`config.mk`:
```
export PLATFORM = sky130hd
export DESIGN_NAME = uart_receiver
export DESIGN_NICKNAME = d
export VERILOG_FILES = /design/src/rtl/uart_receiver.sv
export SDC_FILE = /design/constraint.sdc
export NUM_CORES = 1
export LEC_CHECK = 0
export CAP_MARGIN = 0
export CORE_UTILIZATION = 55
export CTS_CLUSTER_SIZE = 20
export DETAILED_ROUTE_END_ITERATION = 10
export PLACE_DENSITY_LB_ADDON = 0.2
export SLEW_MARGIN = 15
export SYNTH_ARGS = -nofsm -noshare
export SYNTH_HDL_FRONTEND = slang
export SYNTH_SLANG_ARGS = --single-unit
```
`constraint.sdc`:
```
create_clock -name clk_i -period 5 [get_ports clk_i]
set_input_delay 1.25 -clock clk_i [delete_from_list [all_inputs] [get_ports clk_i]]
set_output_delay 1.25 -clock clk_i [all_outputs]
set_load 0.02 [all_outputs]
```
`src/rtl/uart_receiver.sv`:
```
// -----------------------------------------------------------------------------
// uart_receiver
//   Serial-to-parallel UART receiver driven by a 16x oversampling tick.
//   Recovers frames of 5-8 data bits (LSB first), optional even/odd parity and
//   1 or 2 stop bits, then hands the byte to the register block through a
//   valid/read handshake together with parity, framing and overrun flags.
//
// Ports:
//   clk_i            system clock
//   rst_i            synchronous, active-high reset
//   rx_i             asynchronous serial line, idle high
//   ov_baud_rt_i     one-clock tick at 16x the baud rate
//   data_width_i     00=5, 01=6, 10=7, 11=8 data bits
//   parity_en_i      a parity bit follows the data
//   parity_odd_i     0 = even parity, 1 = odd parity
//   stop_bits_i      0 = one stop bit, 1 = two stop bits
//   data_read_i      one-clock pulse: register block consumed rx_data_o
//   rx_data_o        received data, right-aligned, unused upper bits 0
//   rx_valid_o       rx_data_o holds an unread frame
//   parity_error_o   parity mismatch on the frame in rx_data_o
//   frame_error_o    a stop bit sampled 0 on the frame in rx_data_o
//   overrun_error_o  sticky: a frame completed while rx_valid_o was high
//   rx_idle_o        receiver FSM is idle
// -----------------------------------------------------------------------------
module uart_receiver #(
  parameter int SYNC_STAGES = 2
) (
  input  logic       clk_i,
  input  logic       rst_i,
  input  logic       rx_i,
  input  logic       ov_baud_rt_i,
  input  logic [1:0] data_width_i,
  input  logic       parity_en_i,
  input  logic       parity_odd_i,
  input  logic       stop_bits_i,
  input  logic       data_read_i,
  output logic [7:0] rx_data_o,
  output logic       rx_valid_o,
  output logic       parity_error_o,
  output logic       frame_error_o,
  output logic       overrun_error_o,
  output logic       rx_idle_o
);

  typedef enum logic [2:0] {
    ST_IDLE,
    ST_START,
    ST_DATA,
    ST_PARITY,
    ST_STOP
  } state_e;

  // ---------------------------------------------------------------------------
  // rx_i synchronizer; resets to the idle-line level so reset never looks
  // like a start bit.
  // ---------------------------------------------------------------------------
  logic [SYNC_STAGES-1:0] sync_q;
  logic                   rx_s;

  // NOTE: sequential state is always updated with non-blocking assignments so
  // every flop samples the pre-edge value of its neighbours (shift chains work).
  always_ff @(posedge clk_i) begin
    if (rst_i) begin
      sync_q <= '1;
    end else begin
      sync_q <= {sync_q[SYNC_STAGES-2:0], rx_i};
    end
  end

  assign rx_s = sync_q[SYNC_STAGES-1];

  // ---------------------------------------------------------------------------
  // Receiver state
  // ---------------------------------------------------------------------------
  state_e      state_q, state_d;
  logic [3:0]  cnt_q, cnt_d;          // 16x tick counter within a bit
  logic [2:0]  idx_q, idx_d;          // data bit index
  logic        armed_q, armed_d;      // line seen high since last frame/reset
  logic [7:0]  shift_q, shift_d;      // data bits of the frame in flight
  logic        par_bit_q, par_bit_d;  // sampled parity bit
  logic        stop_err_q, stop_err_d;
  logic        stop2nd_q, stop2nd_d;  // currently in the second stop bit
  logic        done_q, done_d;        // final stop sample taken last clock

  // Frame configuration, captured at start detection
  logic [1:0]  width_q, width_d;
  logic        par_en_q, par_en_d;
  logic        par_odd_q, par_odd_d;
  logic        stop2_q, stop2_d;

  // Register-block facing outputs
  logic [7:0]  rx_data_q, rx_data_d;
  logic        valid_q, valid_d;
  logic        perr_q, perr_d;
  logic        ferr_q, ferr_d;
  logic        ovr_q, ovr_d;

  logic        frame_perr;

  // Even parity: data XOR parity bit must be 0; odd parity: must be 1.
  // Unused upper shift bits are cleared at start so they do not disturb ^.
  assign frame_perr = par_en_q & ((^shift_q ^ par_bit_q) != par_odd_q);

  // NOTE: every variable driven here gets its default first, so no path can
  // leave one unassigned and infer a latch.
  always_comb begin
    state_d    = state_q;
    cnt_d      = cnt_q;
    idx_d      = idx_q;
    armed_d    = armed_q;
    shift_d    = shift_q;
    par_bit_d  = par_bit_q;
    stop_err_d = stop_err_q;
    stop2nd_d  = stop2nd_q;
    done_d     = 1'b0;
    width_d    = width_q;
    par_en_d   = par_en_q;
    par_odd_d  = par_odd_q;
    stop2_d    = stop2_q;
    rx_data_d  = rx_data_q;
    valid_d    = valid_q;
    perr_d     = perr_q;
    ferr_d     = ferr_q;
    ovr_d      = ovr_q;

    if (ov_baud_rt_i) begin
      cnt_d = cnt_q + 4'd1;
      unique case (state_q)
        ST_IDLE: begin
          if (rx_s) begin
            armed_d = 1'b1;
          end else if (armed_q) begin
            // Disarm for the duration of the frame; completion re-arms.
            state_d    = ST_START;
            cnt_d      = 4'd0;
            armed_d    = 1'b0;
            shift_d    = 8'h00;
            par_bit_d  = 1'b0;
            stop_err_d = 1'b0;
            stop2nd_d  = 1'b0;
            width_d    = data_width_i;
            par_en_d   = parity_en_i;
            par_odd_d  = parity_odd_i;
            stop2_d    = stop_bits_i;
          end
        end
        ST_START: begin
          if (cnt_q == 4'd7) begin
            if (rx_s) begin
              state_d = ST_IDLE;  // false start
            end else begin
              state_d = ST_DATA;
              cnt_d   = 4'd0;
              idx_d   = 3'd0;
            end
          end
        end
        ST_DATA: begin
          if (cnt_q == 4'd15) begin
            shift_d[idx_q] = rx_s;
            idx_d          = idx_q + 3'd1;
            // Last index is width-1 = 4 + data_width.
            if (idx_q == {1'b1, width_q}) begin
              state_d = par_en_q ? ST_PARITY : ST_STOP;
            end
          end
        end
        ST_PARITY: begin
          if (cnt_q == 4'd15) begin
            par_bit_d = rx_s;
            state_d   = ST_STOP;
          end
        end
        ST_STOP: begin
          if (cnt_q == 4'd15) begin
            if (!rx_s) begin
              stop_err_d = 1'b1;
            end
            if (stop2_q && !stop2nd_q) begin
              stop2nd_d = 1'b1;
            end else begin
              // Leave at mid-stop-bit so a back-to-back start is caught.
              state_d = ST_IDLE;
              done_d  = 1'b1;
            end
          end
        end
        default: state_d = ST_IDLE;
      endcase
    end

    // Completion overrides the IDLE arming above; a read in the same clock
    // retires the old frame, so it suppresses the overrun.
    if (done_q) begin
      rx_data_d = shift_q;
      perr_d    = frame_perr;
      ferr_d    = stop_err_q;
      valid_d   = 1'b1;
      armed_d   = ~stop_err_q;
      if (valid_q && !data_read_i) begin
        ovr_d = 1'b1;
      end else if (valid_q && data_read_i) begin
        ovr_d = 1'b0;
      end
    end else if (valid_q && data_read_i) begin
      valid_d = 1'b0;
      ovr_d   = 1'b0;
    end
  end

  always_ff @(posedge clk_i) begin
    if (rst_i) begin
      state_q    <= ST_IDLE;
      cnt_q      <= 4'd0;
      idx_q      <= 3'd0;
      armed_q    <= 1'b0;
      shift_q    <= 8'h00;
      par_bit_q  <= 1'b0;
      stop_err_q <= 1'b0;
      stop2nd_q  <= 1'b0;
      done_q     <= 1'b0;
      width_q    <= 2'd0;
      par_en_q   <= 1'b0;
      par_odd_q  <= 1'b0;
      stop2_q    <= 1'b0;
      rx_data_q  <= 8'h00;
      valid_q    <= 1'b0;
      perr_q     <= 1'b0;
      ferr_q     <= 1'b0;
      ovr_q      <= 1'b0;
    end else begin
      state_q    <= state_d;
      cnt_q      <= cnt_d;
      idx_q      <= idx_d;
      armed_q    <= armed_d;
      shift_q    <= shift_d;
      par_bit_q  <= par_bit_d;
      stop_err_q <= stop_err_d;
      stop2nd_q  <= stop2nd_d;
      done_q     <= done_d;
      width_q    <= width_d;
      par_en_q   <= par_en_d;
      par_odd_q  <= par_odd_d;
      stop2_q    <= stop2_d;
      rx_data_q  <= rx_data_d;
      valid_q    <= valid_d;
      perr_q     <= perr_d;
      ferr_q     <= ferr_d;
      ovr_q      <= ovr_d;
    end
  end

  assign rx_data_o       = rx_data_q;
  assign rx_valid_o      = valid_q;
  assign parity_error_o  = perr_q;
  assign frame_error_o   = ferr_q;
  assign overrun_error_o = ovr_q;
  assign rx_idle_o       = (state_q == ST_IDLE);

endmodule

```
# Yosys cells after proc, flatten, opt, wreduce, memory -nomap -nowiden
# Cells that the tools add are included.
[op_classes]
add_sub_neg = 2
magnitude_cmp = 2
n_eq_ne = 19
mux = 47
bitwise_logic = 7
n_reduce_logical = 24
[op_table]
columns = ["operator", "count"]
rows = [
  ["$mux W3", 12],
  ["$mux W8", 3],
  ["$ne A2 B2 Y1 const B", 10],
  ["$mux W1", 18],
  ["$mux W4", 4],
  ["$pmux W8 S2", 1],
  ["$pmux W3 S5", 1],
  ["$reduce_and A5 Y1", 3],
  ["$reduce_bool A2 Y1", 7],
  ["$reduce_and A6 Y1", 2],
  ["$reduce_and A9 Y1", 1],
  ["$bwmux W8", 1],
  ["$pmux W4 S2", 1],
  ["$reduce_xor A8 Y1", 1],
  ["$eq A3 B2 Y1 const B", 2],
  ["$pmux W1 S2", 3],
  ["$pmux W3 S2", 1],
  ["$not A1 Y1", 5],
  ["$add A4 B1 Y4 const B", 1],
  ["$eq A4 B3 Y1 const B", 1],
  ["$eq A4 B4 Y1 const B", 1],
  ["$logic_and A1 B1 Y1", 4],
  ["$lt A3 B4 Y1 const B", 1],
  ["$reduce_and A4 Y1", 1],
  ["other kinds (15)", 16],
]
[word_totals]
register_bits = 42
out_inout_bits = 13
wordCells = 120

# Longest topological paths before layout
[logic_depth]
word_depth = 7
mapped_depth = 6
mapped_depth_nobuf = 5

# Worst setup path before layout
# Ideal clock, no wire load.
[synth_path]
path_kind = "input port to flip-flop"
start = "input port ov_baud_rt_i"
end = "register armed_q"
setup_ns = 0.115
arrival_time_ns = 2.297
required_ns = 4.885
setup_slack_ns = 2.588
stages = 6
n_path_buf = 2
cell_sequence = "buf_2 -> nand2b_1 -> clkbuf_1 -> nor3_1 -> mux2_2 -> o21a_1"
[synth_between]
elab_chain_cells = 2
[synth_lines]
columns = ["element", "line_no", "rtl"]
rows = [
  ["from (decl)", "31", "input logic ov_baud_rt_i,"],
  ["$reduce_bool A2 Y1 (no line)", "n/a", ""],
  ["$reduce_and A2 Y1 (no line)", "n/a", ""],
  ["to (signal assigned)", "235", "armed_q <= armed_d;"],
  ["to (decl)", "78", "logic armed_q, armed_d;"],
]
# No other way between the ends.
# A chain may end at the register's enable or synchronous reset.

# Worst setup path after layout
[layout_path]
start = "register state_q[0]"
end = "output port rx_idle_o"
[layout_between]
elab_chain_cells = 1
[layout_lines]
columns = ["element", "line_no", "rtl"]
rows = [
  ["from (decl)", "75", "state_e state_q, state_d;"],
  ["from (signal assigned)", "232", "state_q <= state_d;"],
  ["$logic_not A3 Y1", "258", "assign rx_idle_o = (state_q == ST_IDLE);"],
  ["to (decl)", "42", "output logic rx_idle_o"],
]
# No other way between the ends.

==> impl_results.md <==
- TNS Setup: 0 ns
- Syn Inst Count: 231
- Crit path max-delay family: buffers and inverters
- Sequential-to-total area share from yosys stat: 40.14%
- Critical Path AT: 1.97 ns
- Fin nets: 256
- #FFs+latches synth: 42
- Post-DR vias/cell: 5.893
- Post-synth cell types: 54
- Drt first pass iters: 4
- Global-route wire length before repair: 7203 um
- Final period util: 64.44%
- Worst path depth: 3
- Die Ht: 63.71 um
- Yosys warns: 0
- CTS Buffer Depth: 2
- H-tree level count: 2
- Total die area: 0.004059 mm2
- Antenna Cells: 0
- Cell Area, Synth: 0.002095 mm2
- CP Data Required Time: 3.75 ns
- Reg2Reg Setup Slack: 3.04 ns
- Antenna violations before repair: 0
- Most common cell after layout, fill and taps aside: dfxtp_1
- Largest net degree at the start of global routing: 22
- Unrepaired setup endpoints after global routing: no
- Area leader, netlist: dfxtp_1
- Port Buffers: 22
- Total track usage: 23.03%
- Cts repair resizes: 0
- Wirelength per Cell: 14.46 um
- WHS: 0.4125 ns
- Mapped Nets: 243
- Vias post-DR: 1715
- Maximum clock rate: 310.4 MHz
- CORE AREA: 0.003661 mm2
- Routed Antenna Nets: 0
- CTS Buf Count: 5
- Slowest-stage cell, CP: clkdlybuf4s50_1
- Post-Layout Cell Count: 291
- Top cells by area, synth: dfxtp_1 (40%), mux2i_1 (8.6%), nor2_1 (4.3%)
- Global route overflow: 0
- Post-CTS Hold Fix Bufs: 0
- Setup crit end kind: primary output
- Max Transition Viols Final: 0
- Crit path launch type: flop
- CP max FO: 20
- Final min period: 3.222 ns
- Max Cap Violations: 0
- HP Class: reg -> reg
- Critical path class: reg -> out
- Final Hold Vio Count: 0
- Clk slew on worst S/H paths: 0.07 ns
- FF-to-FF Start: state_q[0]
- Area growth syn-to-layout: 14.04%
- Post-synth top flop: dfxtp_1
- Number of global-route vias before repair: 1481
- I/O pin count: 23
- Placed cells: 285
- DRT iter0 DRCs: 95
- Most frequent cells in the layout: dfxtp_1 (42), nor2_1 (24), clkdlybuf4s50_1 (22)
- Drt total wl: 4208 um
- Buffers plus inverters on the worst setup path: 2
- EDFF count, synth: 0
- Final setup viols: 0
- Clock sink total: 42
- Fraction of layout cells with a size suffix above 1: 6.996%
- Fillers: 310
- Post-CTS Setup Inserts: 0
- Core Rows: 22
- # DRC: 0
- Routability cong.: 0.8301
- VDD IR max: 207.2 uV
- Async SR Flop Fraction: 0%
- DP HPWL: 2873 um
- Crit. Startpoint: state_q[0]
- Crit-path cells: or3_1, inv_1, clkdlybuf4s50_1
- Initial core utilization: 57.21%
- Mapped Avg Cell Area: 9.067 um2
- CP endpoint: rx_idle_o
- Reg2Reg Capture Point: state_q[0]
- Least-Margin Pin Slew: 0.6841 ns
- Power density over the cells: 247.5 mW/mm2
- Pleak: 0.8879 nW
- Clock skew: 0.003404 ns
- Status: finished, final reports clean
- CTS root buffer: clkbuf_8
- TritonCTS clock tree: built
- Yosys top cell area share: 40.14%
- Max_slew headroom: 54.33%
- Worst-skew pair later-pin latency: 0.30 ns
- Depth of the worst register-to-register path: 4
- Die width: 63.71 um
- CP peak stage delay: 0.61 ns
==> cells by family (layout without fill, tap and decap cells) <==
family                   after synthesis  in the layout  share of synthesized area (%)
AO/OA/AOI/OAI                         52             52                          17.32
XOR/XNOR                              12             12                          5.675
adder cells (fa/ha/maj)                2              2                          1.195
buffers and inverters                 24             36                          4.898
flip-flops                            42             42                          40.14
multiplexers                          20             20                          9.677
AND/OR/NAND/NOR                       79             79                          21.09
==> synth_stat cells (all sizes together) (2+ instances only) <==
cell    instances
dfxtp          42
nor2           24
mux2i          18
a21oi          14
clkbuf         12
nand2           9
o21ai           8
inv             7
nor2b           7
nor3            6
xor2            6
buf             5
nand4           5
o31ai           5
xnor2           5
a31oi           4
nand2b          4
nand3           4
nand3b          4
o211ai          4
a32o            3
or3             3
a211oi          2
and3b           2
ha              2
mux2            2
nor4b           2
o21a            2
or2             2
or3b            2
==> metrics by stage <==
step	setup slack [ns]	power (mW)	cell area [um2]	util [%]
finish	1.778	0.5912	2389	65.24
global route	1.681	0.6130	2389	65.24
CTS	1.784	0.5962	2389	65.24
detailed placement	1.931	0.3844	2306	62.99
global placement	2.018	0.3840	2306	62.99
floorplan	2.588	0.3725	2095	-
==> worst reg2reg max path: cells and delay by family (launching register included) <==
kind / cells / cell delay [ns]
DFF: 1 / 0.73
muxes: 1 / 0.35
AOI/OAI and AO/OA: 2 / 0.51
and+or+nand+nor: 1 / 0.26
==> layer usage <==
| layer | vias to the layer above | track usage, % | wire length, um |
|---|---|---|---|
| li1 | 859 | - | - |
| met3 | 8 | 5.072 | 218 |
| met2 | 43 | 34.71 | 1886 |
| met4 | 0 | 9.375 | 55 |
| met1 | 805 | 31.51 | 2048 |
| met5 | - | 0 | 0 |
==> final cells by class <==
type                       count  area, um2  share of cell area (%)
multi-input combinational    165       1151                   48.19
sequential                    42      840.8                   35.20
timing repair buffer          23      227.7                   9.534
clock buffer                   6      82.58                   3.457
tap                           48      60.06                   2.514
inverter                       7      26.28                   1.100
==> registers in the layout, indices dropped and copies added (netlist names), 2 cells and up, named ones only <==
register   cells
cnt_q          4
idx_q          3
rx_data_o      8
shift_q        8
state_q        3
sync_q         2
width_q        2
==> worst min path at each step <==
stage	startpoint	cells after the start	to	slack, ns
finish	sync_q[0]	1	sync_q[1]	0.41
global route	sync_q[0]	1	sync_q[1]	0.42
CTS	sync_q[0]	1	sync_q[1]	0.42
detailed placement	sync_q[0]	1	sync_q[1]	0.40
global placement	sync_q[0]	1	sync_q[1]	0.39
floorplan	sync_q[0]	1	sync_q[1]	0.39
==> report_power, final <==
part | leakage, nW | internal [mW] | switching, mW
clock | 0.0431 | 0.106 | 0.108
sequential | 0.339 | 0.338 | 0.00481
combinational | 0.505 | 0.0162 | 0.0172
Power figures use the tool's default switching activity.
